### src/rtl/gf_pkg.sv
// Shared types and helpers for the iterative GF(2^W) multiplier.
// gf_xtime multiplies by x in a field of width w (2..16) and reduces by poly.
package gf_pkg;

    localparam logic [7:0] AES_POLY = 8'h1B;

    typedef enum logic [1:0] {
        IDLE,
        BUSY,
        DONE
    } gf_mul_state_t;

    // Only the low w bits of v and poly matter; the upper bits are masked off.
    function automatic logic [15:0] gf_xtime(input logic [15:0] v,
                                             input int unsigned w,
                                             input logic [15:0] poly);
        logic [15:0] mask;
        logic [15:0] msb;
        logic [15:0] r;
        mask = (w >= 16) ? '1 : ((16'd1 << w) - 16'd1);
        msb  = v >> (w - 1);
        r    = (v << 1) & mask;
        if (msb[0]) begin
            r = r ^ (poly & mask);
        end
        return r;
    endfunction

endpackage

### src/rtl/gf_digit_step.sv
// Combinational datapath: DIGIT Horner steps, consuming b_i MSB-first.
// acc_o = xtime(...xtime(acc_i) ^ b_i[DIGIT-1]·a_i ...) ^ b_i[0]·a_i
module gf_digit_step
    import gf_pkg::*;
#(
    parameter int unsigned W     = 8,
    parameter logic [15:0] POLY  = 16'(AES_POLY),
    parameter int unsigned DIGIT = 1
) (
    input  logic [W-1:0]     acc_i,
    input  logic [W-1:0]     a_i,
    input  logic [DIGIT-1:0] b_i,
    output logic [W-1:0]     acc_o
);

    always_comb begin
        logic [W-1:0]     acc_v;
        logic [DIGIT-1:0] bits_v;
        logic [15:0]      x_v;
        acc_v  = acc_i;
        bits_v = b_i;
        x_v    = '0;
        for (int unsigned i = 0; i < DIGIT; i++) begin
            x_v    = gf_xtime(16'(acc_v), W, POLY);
            acc_v  = x_v[W-1:0] ^ (bits_v[DIGIT-1] ? a_i : '0);
            bits_v = bits_v << 1;
        end
        acc_o = acc_v;
    end

endmodule

### src/rtl/gf_mul_iter.sv
// Iterative GF(2^W) multiplier p = a*b mod (x^W + POLY), DIGIT bits of b per cycle.
// Fixed N = W/DIGIT BUSY cycles regardless of operand values (constant time).
module gf_mul_iter
    import gf_pkg::*;
#(
    parameter int unsigned W     = 8,
    parameter logic [15:0] POLY  = 16'(AES_POLY),
    parameter int unsigned DIGIT = 1
) (
    input  logic         clk,
    input  logic         rst_n,
    input  logic         in_valid,
    output logic         in_ready,
    input  logic [W-1:0] a,
    input  logic [W-1:0] b,
    output logic         out_valid,
    input  logic         out_ready,
    output logic [W-1:0] p
);

    if (W < 2 || W > 16 || DIGIT == 0 || (W % DIGIT) != 0) begin : g_bad_param
        $error("gf_mul_iter: W must be 2..16 and DIGIT must divide W");
    end

    localparam int unsigned N  = W / DIGIT;
    localparam int unsigned CW = $clog2(N + 1);

    gf_mul_state_t state_q, state_d;
    logic [W-1:0]  a_q, a_d;
    logic [W-1:0]  b_q, b_d;
    logic [W-1:0]  acc_q, acc_d;
    logic [W-1:0]  p_q, p_d;
    logic [CW-1:0] cnt_q, cnt_d;
    logic          ov_q, ov_d;
    logic [W-1:0]  step_acc;

    gf_digit_step #(
        .W     (W),
        .POLY  (POLY),
        .DIGIT (DIGIT)
    ) u_step (
        .acc_i (acc_q),
        .a_i   (a_q),
        .b_i   (b_q[W-1 -: DIGIT]),
        .acc_o (step_acc)
    );

    always_ff @(posedge clk or negedge rst_n) begin
        if (!rst_n) begin
            state_q <= IDLE;
            a_q     <= '0;
            b_q     <= '0;
            acc_q   <= '0;
            p_q     <= '0;
            cnt_q   <= '0;
            ov_q    <= 1'b0;
        end else begin
            state_q <= state_d;
            a_q     <= a_d;
            b_q     <= b_d;
            acc_q   <= acc_d;
            p_q     <= p_d;
            cnt_q   <= cnt_d;
            ov_q    <= ov_d;
        end
    end

    always_comb begin
        state_d = state_q;
        a_d     = a_q;
        b_d     = b_q;
        acc_d   = acc_q;
        p_d     = p_q;
        cnt_d   = cnt_q;
        ov_d    = ov_q;
        unique case (state_q)
            IDLE: begin
                if (in_valid) begin
                    a_d     = a;
                    b_d     = b;
                    acc_d   = '0;
                    cnt_d   = '0;
                    state_d = BUSY;
                end
            end
            BUSY: begin
                acc_d = step_acc;
                b_d   = b_q << DIGIT;
                cnt_d = cnt_q + 1'b1;
                // p is loaded straight from the step output so DONE presents it at once.
                if (cnt_q == CW'(N - 1)) begin
                    p_d     = step_acc;
                    ov_d    = 1'b1;
                    state_d = DONE;
                end
            end
            DONE: begin
                if (out_ready) begin
                    ov_d    = 1'b0;
                    state_d = IDLE;
                end
            end
            default: begin
                state_d = IDLE;
            end
        endcase
    end

    assign in_ready  = (state_q == IDLE);
    assign out_valid = ov_q;
    assign p         = p_q;

endmodule

### config.mk
export PLATFORM = sky130hd
export DESIGN_NAME = gf_mul_iter
export DESIGN_NICKNAME = d
export VERILOG_FILES = /design/src/rtl/gf_pkg.sv /design/src/rtl/gf_digit_step.sv /design/src/rtl/gf_mul_iter.sv
export SDC_FILE = /design/constraint.sdc
export NUM_CORES = 1
export LEC_CHECK = 0
export ABC_AREA = 1
export CELL_PAD_IN_SITES_DETAIL_PLACEMENT = 0
export CELL_PAD_IN_SITES_GLOBAL_PLACEMENT = 1
export CORE_ASPECT_RATIO = 1.4
export CORE_MARGIN = 1
export CORE_UTILIZATION = 38
export DETAILED_ROUTE_END_ITERATION = 7
export PLACE_DENSITY_LB_ADDON = 0.1
export SETUP_SLACK_MARGIN = 0.15
export SLEW_MARGIN = 20
export SYNTH_ARGS = -nofsm -noshare
export SYNTH_HDL_FRONTEND = slang
export SYNTH_SLANG_ARGS = --single-unit
### constraint.sdc
create_clock -name clk -period 1.7 [get_ports clk]
set_input_delay 0.34 -clock clk [delete_from_list [all_inputs] [get_ports clk]]
set_output_delay 0.34 -clock clk [all_outputs]
set_load 0.1 [all_outputs]
Yosys cells after proc, flatten, opt, wreduce, memory -nomap -nowiden
Cells that the tools add are included.
- add/subtract/negate cells: 1
- muxes and demuxes: 15
- bitwise operators: 2
- reductions and logical operators: 8
- equal/unequal tests: 6
- operator list (kind ; number):
    $pmux 8 s2 ; 2
    $mux 8 ; 3
    $pmux 4 s2 ; 1
    $xor 8x8->8 ; 1
    $mux 2 ; 3
    $ne 2x2->1 const B ; 3
    $pmux 2 s3 ; 1
    $reduce_and 2->1 ; 3
    $reduce_and 3->1 ; 2
    $mux 5 ; 1
    $add 4x1->4 const B ; 1
    $eq 4x3->1 const B ; 1
    $mux 4 ; 1
    $not 4->4 ; 1
    $reduce_bool 2->1 ; 2
    $eq 2x1->1 const B ; 1
    $eq 2x2->1 const B ; 1
    $logic_not 2->1 ; 1
    $mux 1 ; 2
    $pmux 1 s2 ; 1
- input bits: 20
- word-level logic and storage cells: 39
- output and inout bits: 10
- register bits: 39

Depth between registers and ports, before layout
Gate-level depths: netlist of run 1.
- depth after elaboration: 4
- depth in mapped cells: 6
- gate-level depth less buffers: 6

Cells and area by module
Synthesis of run 1 repeated with hierarchy kept, for this count alone.
- cell total of the unflattened synthesis: 237
- area total of the unflattened synthesis: 1906.8 sq um
- modules (own cells, without submodules) (module ; times used ; area an instance (sq um) ; cells an instance ; seq. area each (sq um)):
    gf_mul_iter ; 1 ; 1715.4 ; 195 ; 975.9
    gf_digit_step ; 1 ; 191.4 ; 42 ; 0.0

Worst setup path before layout of run 1
No wires, ideal clock.
- path kind: register to register
- start point: register state_q[0]
- end point: register b_q[0]
- library setup time: 83 ps
- cell stages (with the launch flop): 6
- period minus slack after synthesis: 2544 ps
- path buffers: 0
- required time: 1617 ps
- path slack: -844 ps
- data arrival time: 2462 ps
- cell sequence: dfrtp_1 nor2_1 nand2_2 inv_2 nand2_1 o21ai_0
- cells in the longest elaborated chain, start to end: 3
- elaborated cells between the ends (all ways): 6
- those cells by class: eq/ne: 2; mux: 1; reduce/logical: 3
- ends and longest elaborated chain (item ; RTL line ; RTL):
    from (decl) ; gf_mul_iter.sv:28 ; gf_mul_state_t state_q, state_d;
    from (signal assigned) ; gf_mul_iter.sv:58 ; state_q <= state_d;
    $logic_not 2->1 * ; - ;
    named net in_ready ; gf_mul_iter.sv:13 ; output logic in_ready,
    $ne 2x2->1 (no line) / $reduce_bool 2->1 (equally long branches) ; - ;
    $reduce_and 2->1 (no line) ; - ;
    to (signal assigned) ; gf_mul_iter.sv:52 ; b_q <= '0;
    to (signal assigned) ; gf_mul_iter.sv:60 ; b_q <= b_d;
    to (decl) ; gf_mul_iter.sv:30 ; logic [W-1:0] b_q, b_d;
The timed path passes the listed nets; every way through them passes the cells marked *.
A chain may end at the register's enable or synchronous reset.

Worst setup path after layout of run 1
- start point: register state_q[1]
- end point: output in_ready
- cells in the longest elaborated chain, start to end: 1
- ends and longest elaborated chain (item ; RTL line ; RTL):
    $logic_not 2->1 ; gf_mul_iter.sv:109 ; assign in_ready = (state_q == IDLE);
    to (decl) ; gf_mul_iter.sv:13 ;
Every way passes these cells.

==> results of run 1 <==
routing by layer:
layer / global-route usage [%] / routed length [um] / part of all wire, %
met1: 21.4 / 1600 / 47
met2: 24.4 / 1600 / 47
met3: 3.74 / 118 / 3.5
met4: 6.98 / 68 / 2.0
met5: 0 / 0 / 0
flip-flops by register name, indices dropped and copies added, names as in the netlist:
name / count
a_q: 8
p: 8
acc_q: 8
state_q: 2
b_q: 8
cnt_q: 4
out_valid: 1
critical path: stages, from the launching register on:
cell and delay, ns:
dfrtp_1 0.47, nor2_4 0.20, buf_12 0.19
metrics by stage:
stage	power, mW	setup slack [ns]
2_1_floorplan	3.34	0.180
3_3_place_gp	4.09	0.212
3_5_place_dp	4.13	0.181
4_1_cts	4.77	0.177
5_1_grt	5.08	0.173
6_report	4.70	0.215
area by class of cell:
cell class                 instances  area, sq um
tap                               62         77.6
clock inverter                     1         5.00
inverter                          14         52.6
fill                             444         2170
timing repair buffer              32          408
clock buffer                       6         82.6
multi-input combinational        168          763
sequential                        39          977
cells by family (layout without fill, tap and decap cells):
| family | count (synthesis) | after routing | synth area share, % |
|---|---|---|---|
| AO/OA/AOI/OAI | 7 | 7 | 2.71 |
| XOR/XNOR | 6 | 6 | 2.92 |
| adder cells (fa/ha/maj) | 1 | 1 | 0.696 |
| buffers and inverters | 17 | 53 | 4.24 |
| flip-flops | 39 | 39 | 54.3 |
| AND/OR/NAND/NOR | 154 | 154 | 35.1 |
worst max-delay path by stage:
| stage | slack (ns) | to | startpoint | cells after the start |
|---|---|---|---|---|
| finish | 0.21 | in_ready | state_q[1] | 2 |
| global route | 0.17 | in_ready | state_q[1] | 2 |
| CTS | 0.18 | in_ready | state_q[0] | 2 |
| detailed placement | 0.18 | acc_q[4] | in_valid | 5 |
| global placement | 0.21 | b_q[5] | in_valid | 5 |
| floorplan | 0.18 | b_q[0] | state_q[0] | 5 |
power by group through the flow:
stage	clock, mW	combinational [mW]	sequential [mW]
final	0.628	2.40	1.68
after global routing	0.701	2.65	1.73
after CTS	0.657	2.44	1.68
after detailed placement	0	2.43	1.70
after global placement	0	2.41	1.68
after floorplan	0	1.15	2.19
timing repair:
action                                  in CTS  in global routing
endpoints found under the hold margin        0                  0
endpoints found under the setup margin       0                  7
gates resized for setup                      0                  2
synthesized netlist by cell type:
master	instances
buf_2	1
buf_4	1
buf_6	1
dfrtp_1	39
ha_1	1
inv_1	9
inv_2	5
nand2_1	134
nand2_2	1
nand2_4	1
nand3_1	14
nand4_1	1
nor2_1	1
nor2_4	1
nor2_8	1
o21ai_0	5
o21ai_4	1
o31ai_1	1
xnor2_1	5
xor2_1	1
==> flow_summary.toml, run 1 <==
[setup_path]
end_kind = "output pin"
crit_path_max_fanout = 4
r2r_end = "p[3]"
crit_arrival_ns = 1.15
startpoint_type = "flop"
crit_type = "reg2out"
reg2reg_from = "cnt_q[0]"
r2r_slack_ns = 0.37
r2r_cells = 6
critical_path_required_ns = 1.36

[synthesis]
ys_seq_area_share_pct = 54.3
synth_area_leader_cell = "dfrtp_1"
yosysTopAreaCellShare_pct = 54.3
syn-cell-area_sq_um = 1800
synth_nets = 245
avgSynthCellArea_sq_um = 8.03
ys.warnings.count = 0
synth_area_leaders = "dfrtp_1 (54%), nand2_1 (28%), nand3_1 (3.9%)"
netlist-cell-type-count = 20
netlist_instances = 224
synth.ff_latch_count = 39

[placed_design]
io_buffers = 29
gp_congestion = 0.773
placed_area_sq_um = 2270
placed_cells = 315
dpl.hpwl_um = 2460

[power_and_ir_drop]
p_seq_share_pct = 35.7
power.density_nw_per_um2 = 1990
swShare_pct = 46.4
pwr-share-clk_pct = 13.4
power_switching_mw = 2.18
combPwrFrac_pct = 51.0
ir_drop_mv = 0.701
p_leak_nw = 1.23
internal_power_mw = 2.52

[route]
wl_per_cell_um = 10.5
vias_per_cell = 4.37
drc = 0
dr.pass1.iters = 4
drt-total-wl_um = 3390
ant_nets = 0
drt_iter0_drc = 44
num_vias = 1407

[sta]
slew-limit-headroom_pct = 67.9
whs_ns = 0.0946
rsz0062_at_grt = "no"
maxClockFrequency_mhz = 673
setup_tns_ns = 0
fin_skew_ns = 0.00498
maxSlewViolCount = 0
setup_viol = 0
fin_crit_sh_pct = 87.4
fin_crit_ns = 1.49
worstMarginPinSlew_ns = 0.482
hold_viol = 0

[cts]
clock_latency_ns = 0.29
cts_hold_buffers = 0
cts_tree = "done"
clockRootBuffer = "clkbuf_8"
clockBufferDepth = 2
cts_buffers = 5
path_clk_slew_ns = 0.07
htreeDepth = 2
post-cts-setup-buffers = 0
cts_num_sinks = 39

[grt]
gr-total-overflow = 0
grtUsageTotal_pct = 16.1
antenna_found_initial = 0
grt_pass1_wl_um = 6130
grt_max_degree = 40
grt_pass1_vias = 1391

[finish]
diodes = 0
mostFrequentLayoutCells = "nand2_1 (134), dfrtp_1 (38), clkdlybuf4s50_1 (18)"
nets = 281
drive_above_1_share_pct = 13.1
final_cells = 322
stdcell_area_sq_um = 2370
area_delta_synth_final_pct = 31.6
final_common_cell = "nand2_1"
fin_util_pct = 52.2

[floorplan]
dieWidth_um = 60.1
start_util_pct = 39.6
num_io_pins = 30
die_area_sq_um = 5010
core_sq_um = 4540
rows = 29
die_y_um = 83.4

[status]
status = "completed"

[worst_hold_path]
min-delay-path-class = "in2async"

[job]
cap_viol_max_count = 0
Power figures use the tool's default switching activity.
==> inputs of run 2 (changes only) <==
--- a/config.mk
+++ b/config.mk
@@ -5,12 +5,11 @@
 export SDC_FILE = /design/constraint.sdc
 export NUM_CORES = 1
 export LEC_CHECK = 0
-export ABC_AREA = 1
 export CELL_PAD_IN_SITES_DETAIL_PLACEMENT = 0
 export CELL_PAD_IN_SITES_GLOBAL_PLACEMENT = 1
 export CORE_ASPECT_RATIO = 1.4
-export CORE_MARGIN = 1
-export CORE_UTILIZATION = 38
+export CORE_MARGIN = 4
+export CORE_UTILIZATION = 40
 export DETAILED_ROUTE_END_ITERATION = 7
 export PLACE_DENSITY_LB_ADDON = 0.1
 export SETUP_SLACK_MARGIN = 0.15
==> constraint.sdc (replaced) <==
create_clock -name clk -period 1.7 [get_ports clk]
set_input_delay 0.17 -clock clk [delete_from_list [all_inputs] [get_ports clk]]
set_output_delay 0.17 -clock clk [all_outputs]
set_load 0.1 [all_outputs]
==> flow_summary.toml, run 2 <==
[route]
num_vias = 1271
drt_iter0_drc = 39
wl_per_cell_um = 12.8
drt-total-wl_um = 3420
ant_nets = 0
dr.pass1.iters = 4
drc = 0
vias_per_cell = 4.76

[synthesis]
yosysTopAreaCellShare_pct = 54.4
synth_nets = 195
synth_flop_cell = "dfrtp_1"
synth.ff_latch_count = 39
synth_area_leader_cell = "dfrtp_1"
avgSynthCellArea_sq_um = 10.3
synth_enable_flop_cells = 0
netlist_instances = 174
ys_top_cells_by_count = "nand2_1 (40), dfrtp_1 (39), mux2i_1 (10), nand3_2 (10)"
synth.most_common_cell = "nand2_1"
netlist-cell-type-count = 28
ys_seq_area_share_pct = 54.4
synth_area_leaders = "dfrtp_1 (54%), nand2_1 (8.4%), mux2i_1 (5.6%)"
ys.warnings.count = 0
synthArstFlopShare_pct = 100
syn-cell-area_sq_um = 1790

[setup_path]
crit_type = "reg2reg"
path_delay_family = "simple AND/OR/NAND/NOR gates"
r2r_slack_ns = 0.26
end_kind = "flop"
cp_cell_sequence = "or3b_1 -> buf_12 -> o22ai_1 -> nor2_1"
crit_slowest_cell = "dfrtp_1"
startpoint_type = "flop"
crit_path_max_fanout = 28
crit_arrival_ns = 1.61
critical_path_required_ns = 1.88
critPathBufInv = 1
max_stage_delay_ns = 0.45

[finish]
mostFrequentLayoutCells = "nand2_1 (40), dfrtp_1 (39), clkdlybuf4s50_1 (18)"
drive_above_1_share_pct = 18.4
multiInputGateArea_sq_um = 712
area_delta_synth_final_pct = 27.8
diodes = 0
fillCellCount = 411
nets = 228
final_common_cell = "nand2_1"
register_area_sq_um = 976

[cts]
post-cts-setup-buffers = 0
htreeDepth = 2
cts_resized = 0
cts_buffers = 5
clockBufferDepth = 2
path_clk_slew_ns = 0.07
cts_tree = "done"
clock_latency_ns = 0.29
cts_hold_buffers = 1
clockRootBuffer = "clkbuf_8"
cts_num_sinks = 39

[floorplan]
die_y_um = 87.2
dieWidth_um = 64.6
num_io_pins = 30
core_sq_um = 4270
start_util_pct = 41.9
die_area_sq_um = 5630
rows = 28

[sta]
worstMarginPinSlew_ns = 0.486
rsz0062_at_grt = "no"
setup_tns_ns = 0
fin_crit_sh_pct = 84.6
maxClockFrequency_mhz = 695
fin_skew_ns = 0.00557
maxSlewViolCount = 0
fin_crit_ns = 1.44
hold_viol = 0
setup_viol = 0
slew-limit-headroom_pct = 67.6

[placed_design]
io_buffers = 29
dpl.hpwl_um = 2400
gp_congestion = 0.697

[grt]
grt_max_degree = 40
antenna_found_initial = 0
grtUsageTotal_pct = 13.5
gr-total-overflow = 0
grt_pass1_wl_um = 5940
grt_pass1_vias = 1340

[worst_hold_path]
min-delay-path-class = "in2reg"

[job]
cap_viol_max_count = 0

[status]
status = "completed"
run 2: layout make-up:
cell class                 instances  area share [%]
sequential                        39            42.6
inverter                           8            1.31
clock inverter                     1           0.218
clock buffer                       6            3.60
tap                               60            3.28
multi-input combinational        116            31.1
timing repair buffer              37            17.9
run 2: worst min-delay path, delay by kind of cell:
family	cells	cell delay (ns)
buffers and inverters	1	0.40
and+or+nand+nor	2	0.09
run 2: kinds of logic after synthesis:
kind of cell / after synthesis / share of synthesized area [%]
and+or+nand+nor: 75 / 21.8
DFF: 39 / 54.4
AOI/OAI and AO/OA: 19 / 6.14
buffers and inverters: 19 / 6.00
xor gates and xnor gates: 11 / 5.37
muxes: 10 / 5.58
adders and majority gates: 1 / 0.698
run 2: per-layer routing:
layer	share of wire, %	track usage (%)	vias to the layer above
met4	1.2	4.62	0
met1	42	15.0	608
met3	4.1	4.13	7
met5	0	0	-
met2	53	24.4	20
li1	-	-	636
run 2: metrics by stage:
| step | hold WS [ns] | instances | utilization, % | worst slack, ns | area (sq um) |
|---|---|---|---|---|---|
| finish | 0.403 | 267 | 53.6 | 0.262 | 2290 |
| global route | 0.407 | 267 | 53.6 | 0.198 | 2290 |
| CTS | 0.396 | 267 | 53.6 | 0.269 | 2290 |
| detailed placement | 0.260 | 259 | 51.3 | 0.111 | 2190 |
| global placement | 0.246 | 259 | 51.3 | 0.155 | 2190 |
| floorplan | -0.126 | 174 | - | 0.292 | 1800 |
run 2: final timing paths:
path	from	end	depth (start not counted)
max	state_q[0]	b_q[1]	4
min	b[0]	b_q[0]	3
max reg2reg	state_q[0]	b_q[1]	4
min reg2reg	a_q[0]	a_q[0]	2
max in group asynchronous	rst_n	a_q[2]	3
min in group asynchronous	rst_n	p[3]	3
Power of run 2 is left out: the tool's default activity adds up to more than one toggle a clock period on the data nets, which glitch-free logic cannot reach.
